$ cat src/rtl/rx_frame_if.sv
// rx_frame_if: buffer read port, header fields and payload stream of the frame reader.
interface rx_frame_if #(parameter int RAM_ADDR_BITS = 14);
  logic                     Frm_valid;
  logic                     Rd_en;
  logic [RAM_ADDR_BITS-1:0] Rd_Addr;
  logic [7:0]               Rd_data;
  logic [47:0]              dst_mac;
  logic [47:0]              src_mac;
  logic [15:0]              eth_type;
  logic                     hdr_valid;
  logic [7:0]               m_data;
  logic                     m_valid;
  logic                     m_last;
  logic                     m_ready;
  logic                     frm_done;
  logic                     len_err;
  logic [15:0]              frm_cnt;
  modport master (
    input  Frm_valid, Rd_data, m_ready,
    output Rd_en, Rd_Addr, dst_mac, src_mac, eth_type, hdr_valid,
           m_data, m_valid, m_last, frm_done, len_err, frm_cnt
  );
  modport slave (
    output Frm_valid, Rd_data, m_ready,
    input  Rd_en, Rd_Addr, dst_mac, src_mac, eth_type, hdr_valid,
           m_data, m_valid, m_last, frm_done, len_err, frm_cnt
  );
endinterface

$ cat src/rtl/rx_frame_reader.sv
// rx_frame_reader: reads a stored frame, captures the Ethernet header and streams the payload without FCS.
module rx_frame_reader #(
  parameter int RAM_WIDTH     = 8,
  parameter int RAM_ADDR_BITS = 14,
  parameter int MIN_FRM       = 18
) (
  input logic        GMII_RX_CLK,
  input logic        reset,
  rx_frame_if.master frm_io
);
  typedef enum logic [2:0] {IDLE, RD_LEN, HDR, PAYLOAD, RELEASE} state_t;
  state_t                   st_q;
  logic [RAM_ADDR_BITS-1:0] addr_q;
  logic [7:0]               hi_q;
  logic [15:0]              len_q, len_w, addr_w, frm_cnt_q;
  logic [111:0]             hdr_q;
  logic                     en_q, hv_q, done_q, lerr_q, mv_q;
  logic                     av_q, al_q, dv_q, dl_q, pop, fetch, bad_len;
  logic [RAM_WIDTH-1:0]     buf_q [3];
  logic [RAM_WIDTH-1:0]     buf_d [3];
  logic [2:0]               lst_q, lst_d;
  logic [1:0]               cnt_q, cnt_d;
  assign len_w   = {hi_q, frm_io.Rd_data};
  assign addr_w  = 16'(addr_q);
  assign bad_len = len_w < 16'(MIN_FRM + 1) || len_w > 16'((1 << RAM_ADDR_BITS) - 1);
  assign frm_io.Rd_en     = en_q;
  assign frm_io.Rd_Addr   = addr_q;
  assign frm_io.dst_mac   = hdr_q[111:64];
  assign frm_io.src_mac   = hdr_q[63:16];
  assign frm_io.eth_type  = hdr_q[15:0];
  assign frm_io.hdr_valid = hv_q;
  assign frm_io.m_data    = buf_q[0];
  assign frm_io.m_valid   = mv_q;
  assign frm_io.m_last    = lst_q[0];
  assign frm_io.frm_done  = done_q;
  assign frm_io.len_err   = lerr_q;
  assign frm_io.frm_cnt   = frm_cnt_q;
  // Entry 0 is the output register; av/dv track the read whose address or data is in flight.
  always_comb begin
    pop      = mv_q & frm_io.m_ready;
    buf_d[0] = pop ? buf_q[1] : buf_q[0];
    buf_d[1] = pop ? buf_q[2] : buf_q[1];
    buf_d[2] = buf_q[2];
    lst_d    = pop ? {1'b0, lst_q[2:1]} : lst_q;
    cnt_d    = cnt_q - {1'b0, pop};
    if (dv_q) begin
      buf_d[cnt_d] = frm_io.Rd_data;
      lst_d[cnt_d] = dl_q;
      cnt_d        = cnt_d + 2'd1;
    end
    fetch = (st_q == PAYLOAD || (st_q == HDR && addr_w == 16'd16)) && addr_w < len_q - 16'd4
            && {1'b0, cnt_d} + {2'b0, av_q} <= 3'd2;
  end
  always_ff @(posedge GMII_RX_CLK) begin
    if (reset) begin
      st_q      <= IDLE;
      addr_q    <= '0;
      hi_q      <= '0;
      len_q     <= '0;
      hdr_q     <= '0;
      frm_cnt_q <= '0;
      en_q      <= 1'b0;
      hv_q      <= 1'b0;
      done_q    <= 1'b0;
      lerr_q    <= 1'b0;
      mv_q      <= 1'b0;
      av_q      <= 1'b0;
      al_q      <= 1'b0;
      dv_q      <= 1'b0;
      dl_q      <= 1'b0;
      buf_q     <= '{default: '0};
      lst_q     <= '0;
      cnt_q     <= '0;
    end else begin
      hv_q   <= 1'b0;
      done_q <= 1'b0;
      lerr_q <= 1'b0;
      buf_q  <= buf_d;
      lst_q  <= lst_d;
      cnt_q  <= cnt_d;
      mv_q   <= cnt_d != 2'd0;
      dv_q   <= av_q;
      dl_q   <= al_q;
      av_q   <= fetch;
      al_q   <= fetch && addr_w + 16'd1 == len_q - 16'd4;
      if (fetch) addr_q <= addr_q + 1'b1;
      case (st_q)
        IDLE: if (frm_io.Frm_valid) begin
          en_q   <= 1'b1;
          addr_q <= '0;
          st_q   <= RD_LEN;
        end
        RD_LEN: begin
          if (addr_w == 16'd0) addr_q <= 1;
          else if (addr_w == 16'd1) begin
            hi_q   <= frm_io.Rd_data;
            addr_q <= 2;
          end else begin
            len_q  <= len_w;
            addr_q <= bad_len ? '0 : 3;
            en_q   <= !bad_len;
            lerr_q <= bad_len;
            st_q   <= bad_len ? RELEASE : HDR;
          end
        end
        HDR: begin
          hdr_q <= {hdr_q[103:0], frm_io.Rd_data};
          if (addr_w == 16'd15) begin
            addr_q <= 16;
            av_q   <= len_q >= 16'd20;
            al_q   <= len_q == 16'd20;
          end else if (addr_w == 16'd16) begin
            hv_q <= 1'b1;
            st_q <= len_q == 16'd19 ? RELEASE : PAYLOAD;
            if (len_q == 16'd19) begin
              en_q      <= 1'b0;
              addr_q    <= '0;
              done_q    <= 1'b1;
              frm_cnt_q <= frm_cnt_q + 16'd1;
            end
          end else addr_q <= addr_q + 1'b1;
        end
        PAYLOAD: if (pop && lst_q[0]) begin
          en_q      <= 1'b0;
          addr_q    <= '0;
          done_q    <= 1'b1;
          frm_cnt_q <= frm_cnt_q + 16'd1;
          st_q      <= RELEASE;
        end
        default: st_q <= IDLE;
      endcase
    end
  end
endmodule

$ cat src/flat_wrapper.sv
// flat-port wrapper written by rule: the top's interface ports become plain ports
module rx_frame_reader_flat 
#(
  parameter int RAM_WIDTH     = 8,
  parameter int RAM_ADDR_BITS = 14,
  parameter int MIN_FRM       = 18
)
  (GMII_RX_CLK, reset, frm_io_Frm_valid, frm_io_Rd_data, frm_io_m_ready, frm_io_Rd_en, frm_io_Rd_Addr, frm_io_dst_mac, frm_io_src_mac, frm_io_eth_type, frm_io_hdr_valid, frm_io_m_data, frm_io_m_valid, frm_io_m_last, frm_io_frm_done, frm_io_len_err, frm_io_frm_cnt);
  rx_frame_if #(.RAM_ADDR_BITS(RAM_ADDR_BITS)) frm_io_i ();
  input logic GMII_RX_CLK;
  input logic reset;
  input wire logic [$bits(frm_io_i.Frm_valid)-1:0] frm_io_Frm_valid;
  input wire logic [$bits(frm_io_i.Rd_data)-1:0] frm_io_Rd_data;
  input wire logic [$bits(frm_io_i.m_ready)-1:0] frm_io_m_ready;
  output wire logic [$bits(frm_io_i.Rd_en)-1:0] frm_io_Rd_en;
  output wire logic [$bits(frm_io_i.Rd_Addr)-1:0] frm_io_Rd_Addr;
  output wire logic [$bits(frm_io_i.dst_mac)-1:0] frm_io_dst_mac;
  output wire logic [$bits(frm_io_i.src_mac)-1:0] frm_io_src_mac;
  output wire logic [$bits(frm_io_i.eth_type)-1:0] frm_io_eth_type;
  output wire logic [$bits(frm_io_i.hdr_valid)-1:0] frm_io_hdr_valid;
  output wire logic [$bits(frm_io_i.m_data)-1:0] frm_io_m_data;
  output wire logic [$bits(frm_io_i.m_valid)-1:0] frm_io_m_valid;
  output wire logic [$bits(frm_io_i.m_last)-1:0] frm_io_m_last;
  output wire logic [$bits(frm_io_i.frm_done)-1:0] frm_io_frm_done;
  output wire logic [$bits(frm_io_i.len_err)-1:0] frm_io_len_err;
  output wire logic [$bits(frm_io_i.frm_cnt)-1:0] frm_io_frm_cnt;
  assign frm_io_i.Frm_valid = frm_io_Frm_valid;
  assign frm_io_i.Rd_data = frm_io_Rd_data;
  assign frm_io_i.m_ready = frm_io_m_ready;
  assign frm_io_Rd_en = frm_io_i.Rd_en;
  assign frm_io_Rd_Addr = frm_io_i.Rd_Addr;
  assign frm_io_dst_mac = frm_io_i.dst_mac;
  assign frm_io_src_mac = frm_io_i.src_mac;
  assign frm_io_eth_type = frm_io_i.eth_type;
  assign frm_io_hdr_valid = frm_io_i.hdr_valid;
  assign frm_io_m_data = frm_io_i.m_data;
  assign frm_io_m_valid = frm_io_i.m_valid;
  assign frm_io_m_last = frm_io_i.m_last;
  assign frm_io_frm_done = frm_io_i.frm_done;
  assign frm_io_len_err = frm_io_i.len_err;
  assign frm_io_frm_cnt = frm_io_i.frm_cnt;
  rx_frame_reader #(.RAM_WIDTH(RAM_WIDTH), .RAM_ADDR_BITS(RAM_ADDR_BITS), .MIN_FRM(MIN_FRM)) u_core (.GMII_RX_CLK(GMII_RX_CLK), .reset(reset), .frm_io(frm_io_i));
endmodule
$ cat config.mk
export PLATFORM = sky130hd
export DESIGN_NAME = rx_frame_reader_flat
export DESIGN_NICKNAME = d
export VERILOG_FILES = /design/src/rtl/rx_frame_if.sv /design/src/rtl/rx_frame_reader.sv /design/src/flat_wrapper.sv
export SDC_FILE = /design/constraint.sdc
export NUM_CORES = 1
export LEC_CHECK = 0
export ABC_AREA = 1
export CORE_UTILIZATION = 30
export DETAILED_ROUTE_END_ITERATION = 10
export PLACE_DENSITY = 0.62
export SYNTH_ARGS = -nofsm -noshare
export SYNTH_HDL_FRONTEND = slang
export SYNTH_SLANG_ARGS = --single-unit
$ cat constraint.sdc
create_clock -name GMII_RX_CLK -period 6.5 [get_ports GMII_RX_CLK]
set_clock_uncertainty 0.05 [all_clocks]
set_input_delay 1.95 -clock GMII_RX_CLK [delete_from_list [all_inputs] [get_ports GMII_RX_CLK]]
set_output_delay 1.95 -clock GMII_RX_CLK [all_outputs]
set_load 0.005 [all_outputs]
=== After elaboration in Yosys (flattened, before gate mapping) ===
Index checks and enable logic that the tools add are counted.

* Word-level logic and storage cells: 134
* Bits in registers: 207
* Bits of input ports: 12
* Output and inout port bits: 156

* Reduce and logical (&&, ||, !) cells: 22
* Eq/ne operators: 16
* Muxes and demuxes: 54
* Add/subtract/negate cells: 7
* Order comparisons: 9
* Bitwise operators: 6

{| class="wikitable"
|+ Operator list
! cell !! number
|-
| 14-bit 2-to-1 mux || 8
|-
| 16-bit 2-to-1 mux || 4
|-
| 14-bit case mux with 4 select lines || 1
|-
| 16-bit by 5-bit == test with 1-bit output, second input constant || 2
|-
| 16-bit case mux with 2 select lines || 1
|-
| 3-bit 2-to-1 mux || 10
|-
| 24-bit bitwise mux || 1
|-
| 24-bit 2-to-1 mux || 1
|-
| 8-bit 2-to-1 mux || 3
|-
| 1-bit 2-to-1 mux || 17
|-
| 16-bit by 1-bit adder with 16-bit output, second input constant || 1
|-
| 8-bit demux with 2-bit select || 1
|-
| 16-bit == test || 1
|-
| 16-bit by 5-bit greater-or-equal comparator with 1-bit output, second input constant || 1
|-
| 16-bit by 14-bit > comparator with 1-bit output, second input constant || 1
|-
| 16-bit logical NOT || 1
|-
| 14-bit by 16-bit less-than comparator with 1-bit output || 1
|-
| 16-bit by 5-bit less-than comparator with 1-bit output, second input constant || 1
|-
| 16-bit by 3-bit subtractor with 16-bit output, second input constant || 1
|-
| 14-bit by 1-bit adder with 15-bit output, second input constant || 1
|-
| 14-bit by 1-bit adder with 14-bit output, second input constant || 1
|-
| 14-bit by 1-bit == test with 1-bit output, second input constant || 1
|-
| 14-bit by 4-bit == test with 1-bit output, second input constant || 1
|-
| 14-bit by 5-bit == test with 1-bit output, second input constant || 1
|-
| other kinds (32) || 52
|}

=== Depth between registers and ports, before layout ===
* Depth after elaboration: 12
* Gate-level depth with buffers: 22
* Mapped depth without buffers: 21

=== Worst setup path after synthesis ===
Ideal clock, no wire load.

* Path type: input port to flip-flop
* From: input port frm_io_m_ready
* To: register u_core.addr_q[0] (netlist: u_core.frm_io.Rd_Addr[0])
* Buffers on the path: 2
* Required time: 6.314 ns
* Stages: 22
* Setup slack: 1.532 ns
* Arrival time: 4.782 ns
* Setup time: 0.136 ns
* Cells stage by stage: nand2_1 inv_1 clkbuf_1 ha_1 xnor2_1 inv_1 ha_1 inv_1 o21ai_0 inv_1 ha_1 nor3b_1 o21ai_0 a21oi_1 nand2_1 inv_2 nand3_4 inv_6 buf_8 nand2_1 nand3_1 a31oi_1

* Longest elaborated chain between the ends: 12
* Elaborated cells between the ends (all ways): 15
* Classes of those cells: 3 x add/sub; 1 x order compare; 8 x mux; 1 x bitwise; 2 x reduce/logical

{| class="wikitable"
|+ RTL lines
! element !! line !! RTL
|-
| start, declared || flat_wrapper.sv:14 || <nowiki>input wire logic [$bits(frm_io_i.m_ready)-1:0] frm_io_m_ready;</nowiki>
|-
| 1-bit bitwise AND (*) || rx_frame_reader.sv:40 || <nowiki>pop = mv_q & frm_io.m_ready;</nowiki>
|-
| 2-bit by 1-bit subtractor with 2-bit output (*) || rx_frame_reader.sv:45 || <nowiki>cnt_d = cnt_q - {1'b0, pop};</nowiki>
|-
| 2-bit by 1-bit adder with 2-bit output || rx_frame_reader.sv:49 || <nowiki>cnt_d = cnt_d + 2'd1;</nowiki>
|-
| 2-bit 2-to-1 mux (*) || rx_frame_reader.sv:46 || <nowiki>if (dv_q) begin</nowiki>
|-
| via u_core.cnt_d[1] || rx_frame_reader.sv:22 || <nowiki>logic [1:0] cnt_q, cnt_d;</nowiki>
|-
| 2-bit by 1-bit adder with 3-bit output (*) || rx_frame_reader.sv:52 || <nowiki>&& {1'b0, cnt_d} + {2'b0, av_q} <= 3'd2;</nowiki>
|-
| 3-bit by 2-bit <= comparator with 1-bit output (*) || rx_frame_reader.sv:52 ||
|-
| 1-bit logical AND (*) || rx_frame_reader.sv:52 ||
|-
| 14-bit 2-to-1 mux (*) || rx_frame_reader.sv:86 || <nowiki>if (fetch) addr_q <= addr_q + 1'b1;</nowiki>
|-
| 14-bit 2-to-1 mux || rx_frame_reader.sv:115 || <nowiki>if (len_q == 16'd19) begin</nowiki>
|-
| 14-bit 2-to-1 mux || rx_frame_reader.sv:112 || <nowiki>end else if (addr_w == 16'd16) begin</nowiki>
|-
| 14-bit 2-to-1 mux || rx_frame_reader.sv:108 || <nowiki>if (addr_w == 16'd15) begin</nowiki>
|-
| 14-bit case mux with 4 select lines (*) || rx_frame_reader.sv:87 || <nowiki>case (st_q)</nowiki>
|-
| end signal, assigned || rx_frame_reader.sv:86 ||
|-
| end signal, assigned || rx_frame_reader.sv:100 || <nowiki>addr_q <= bad_len ? '0 : 3;</nowiki>
|-
| end signal, assigned || rx_frame_reader.sv:121 || <nowiki>end else addr_q <= addr_q + 1'b1;</nowiki>
|-
| end, declared || rx_frame_reader.sv:13 || <nowiki>logic [RAM_ADDR_BITS-1:0] addr_q;</nowiki>
|}

Mark *: on every way through the listed nets, which the timed path passes. The rest lies on a longest branch.
A chain may end at the register's enable or synchronous reset.

=== Worst setup path in the final report ===
* From: input port frm_io_m_ready
* To: register u_core.addr_q[3] (netlist: u_core.frm_io.Rd_Addr[3])

The elaborated chain is that of the path after synthesis.

==> flow_metrics.env <==
export IMPL_die_width_um=181
export IMPL_floorplan_initialDensity=0.305
export IMPL_grt_busiest_layer="met2"
export IMPL_num_antenna_cells=0
export IMPL_cpMaxStageDelayCell="clkdlybuf4s50_1"
export IMPL_critPathBufInv=7
export IMPL_syn_instance_count=1340
export IMPL_rsz0062_at_grt="no"
export IMPL_first_pass_grt_wire_length_mm=44.9
export IMPL_run_status="complete, no violations"
export IMPL_remaining_drc_errors=0
export IMPL_yosys_register_bits=207
export IMPL_critical_path_reg2reg_startpoint="u_core.frm_io.m_valid"
export IMPL_place_congestion=0.857
export IMPL_global_route_usage_met2=0.272
export IMPL_gr_total_overflow=0
export IMPL_cell_internal_pwr_mw=3.13
export IMPL_crit_reg2reg_capture="u_core.frm_io.Rd_Addr[3]"
export IMPL_gr_util_all_layers=0.166
export IMPL_cts_tree="built"
export IMPL_netlist_top_cell_by_area="dfxtp_1"
export IMPL_cpPeakStageDelay_ps=390
export IMPL_drt_first_pass_iters=5
export IMPL_clock_fmax_mhz=201
export IMPL_antenna_left=0
export IMPL_ys_dominant_reg_cell="dfxtp_1"
export IMPL_routed_via_density=4.81
export IMPL_worst_ir_drop_vdd_mv=0.200
export IMPL_holdPathStages=2
export IMPL_slew_violations=0
export IMPL_detailroute_via_count=9070
export IMPL_max_slew_margin=0.322
export IMPL_seq_power_share=0.351
export IMPL_largest_net_degree_at_the_start_of_global_routing=122
export IMPL_area_delta_synth_final_pct=28.1
export IMPL_detailedPlacementHpwl_mm=19.2
export IMPL_synth_async_sr_flop_share=0
export IMPL_synth_edf_count=0
export IMPL_core_um2=31600
export IMPL_syn_num_nets=1380
export IMPL_finalSetupViolCount=0
export IMPL_drive_above_1_share=0.0661
export IMPL_net_switching_power_mw=1.83
export IMPL_cpMostUsedCell="inv_1"
export IMPL_ys_top_cells_by_count="nor2_1, dfxtp_1, o21ai_0, nand2_1, inv_1"
export IMPL_first_global_vias=8493
export IMPL_total_leakage_power_nw=5.45
export IMPL_switching_share=0.368
export IMPL_utilization=0.390
export IMPL_worstPathRequired_ps=6820
export IMPL_cts_sinks=207
export IMPL_worst_setup_hold_path_clk_slew_ps=60
export IMPL_tightest_slew_ps=1020
export IMPL_detailedRoute_firstIterationViolations=654
export IMPL_rows=65
export IMPL_synth_yosys_warnings=0
export IMPL_synth_yosys_seq_area_share=0.431
export IMPL_cts_root_buf="clkbuf_16"
export IMPL_netlist_area_pre_place_um2=9610
export IMPL_port_buffers=167
export IMPL_hp_start="u_core.al_q"
export IMPL_hold_viol_final=0
export IMPL_critPathCaptureType="register"
export IMPL_worstSetupPathType="input pin to register"
export IMPL_cp_start_kind="input pin"
export IMPL_synthesized_area_per_cell_um2=7.17
export IMPL_post_cts_resize_count=0
export IMPL_kind_of_cell_adding_the_most_delay_to_the_critical_path="buffers and inverters"
export IMPL_use_met3=0.0470
export IMPL_most_frequent_cell_after_synthesis="nor2_1"
export IMPL_synth_cell_types=44
export IMPL_cts_setup_buffers=0
export IMPL_wl_per_cell_um=14.7
export IMPL_crit_chain="clkdlybuf4s50_1 -> nand2_1 -> inv_1 -> ha_1 -> xnor2_1 -> inv_1 -> ha_1 -> inv_1 -> o21ai_0 -> inv_1 -> ha_1 -> nor3b_1 -> o21ai_0 -> a21oi_1 -> nand2_1 -> inv_2 -> nand3_4 -> inv_6 -> nand2_1 -> o211ai_2 -> a21oi_1"
export IMPL_antenna_found_initial=0
export IMPL_cts_max_level=1
export IMPL_worst_path_max_fanout=16
export IMPL_clock_latency_ps=520
export IMPL_numCtsBuffers=24
export IMPL_synth_top_cell_area_share=0.431
export IMPL_globalRouteMet1Util=0.213
export IMPL_cts_path_max_buffers=3
export IMPL_synth_top_cells_by_area="dfxtp_1, nor2_1, o21ai_0"
export IMPL_i_o_pin_count=168
export IMPL_detail_route_wirelength_mm=27.7
export IMPL_p_clk_frac=0.276
export IMPL_nNetsFinal=1508
export IMPL_timing_final_crit_share=0.765
export IMPL_share_comb_of_total_power=0.373
export IMPL_floorplan_die_height_um=181
export IMPL_hold_class="register to register"
export IMPL_dieArea_um2=32800
export IMPL_rr_worst_depth=20
export IMPL_maxCapViolations=0
export IMPL_power_density_nw_per_um2=403
export IMPL_final_critical_period_ps=4970
export IMPL_cts_hold_buffers_added=0
export IMPL_final_setup_tns_ps=0
export IMPL_worst_hold_path_endpoint="u_core.dl_q"
export IMPL_setup_reg_to_reg_worst_slack_ps=3030
export IMPL_arrival_ps=5290
-- through the flow --
stage,power [mW],area (um2),hold slack [ps],instances,setup slack [ps]
after floorplan,2.80,9610,338,1340,1530
after global placement,3.59,11500,359,1844,1150
after detailed placement,3.61,11500,355,1844,970
after CTS,5.01,12300,361,1885,1530
after global routing,5.33,12300,383,1885,1160
final,4.96,12300,357,1885,1530
-- cell families (layout without fill, tap and decap cells) --
| logic type | after synthesis | count (layout) | synth area share |
|---|---|---|---|
| simple gates | 567 | 567 | 0.253 |
| compound gates | 312 | 312 | 0.176 |
| buf+inv | 209 | 352 | 0.0885 |
| flops | 207 | 207 | 0.431 |
| fa+ha+maj | 28 | 28 | 0.0364 |
| xor+xnor | 17 | 17 | 0.0155 |
-- worst reg2reg max path, cell delays in order (launching register included) --
cell	delay, ps
dfxtp_1	320
nand2_1	80
inv_1	60
ha_1	180
xnor2_1	330
inv_1	90
ha_1	280
inv_1	30
o21ai_0	370
inv_1	90
ha_1	210
nor3b_1	160
o21ai_0	120
a21oi_1	130
nand2_1	70
inv_2	70
nand3_4	200
inv_6	220
nand2_1	80
o211ai_2	70
a21oi_1	90
-- state kept, by name, summed over array words and instances, names as in the netlist, named ones only --
name / count
u_core.buf_q: 8
u_core.cnt_q: 2
u_core.frm_io.Rd_Addr: 14
u_core.lst_q: 3
u_core.hi_q: 8
u_core.frm_io.hdr_valid: 1
u_core.st_q: 3
u_core.av_q: 1
u_core.dv_q: 1
u_core.frm_io.frm_done: 1
u_core.frm_io.frm_cnt: 16
u_core.frm_io.m_data: 8
u_core.hdr_q: 112
u_core.len_q: 16
u_core.frm_io.len_err: 1
u_core.frm_io.Rd_en: 1
u_core.al_q: 1
u_core.dl_q: 1
u_core.frm_io.m_valid: 1
-- cells in the final DEF, fill, tap and decap left out, types with 4 or more instances in the layout --
cell             count
o21ai_0            186
o211ai_2             7
nor4_1               4
clkbuf_1             4
a21oi_1             89
nor3_1              19
clkinv_2             6
nand3_2              5
inv_1              125
nand3_1             44
nor2_4               6
inv_2                8
clkbuf_16           24
nand2_2              9
ha_1                28
o211ai_1            15
clkdlybuf4s50_1    166
xor2_1              14
nand2_1            174
nor2_1             273
buf_4                7
nor2_2               5
nand4_1             19
dfxtp_1            207
-- cell type report --
class	count	area, um2
timing repair buffer	174	1720
clock inverter	10	139
tap	402	503
inverter	137	523
clock buffer	31	657
fill	3319	19200
sequential	207	4140
multi-input combinational	924	4630
-- per-layer routing --
layer | routed length (um) | vias to the layer above
met2 | 12600 | 217
met5 | 0 | -
met1 | 12400 | 4204
li1 | - | 4613
met3 | 2080 | 36
met4 | 544 | 0
-- power by group through the flow --
stage	combinational [mW]	sequential, mW	clock (mW)
finish	1.85	1.74	1.37
global route	2.09	1.78	1.46
CTS	1.86	1.74	1.41
detailed placement	1.85	1.76	0
global placement	1.83	1.76	0
floorplan	1.07	1.73	0
-- worst max-delay path by stage --
stage / from / cells after the start / end
after global placement: frm_io_m_ready / 21 / u_core.frm_io.Rd_Addr[3]
after CTS: frm_io_m_ready / 21 / u_core.frm_io.Rd_Addr[3]
after floorplan: frm_io_m_ready / 22 / u_core.frm_io.Rd_Addr[0]
after global routing: frm_io_m_ready / 21 / u_core.frm_io.Rd_Addr[3]
after detailed placement: frm_io_m_ready / 21 / u_core.frm_io.Rd_Addr[3]
final: frm_io_m_ready / 21 / u_core.frm_io.Rd_Addr[3]
No activity file was read; power rests on OpenSTA's default activity.
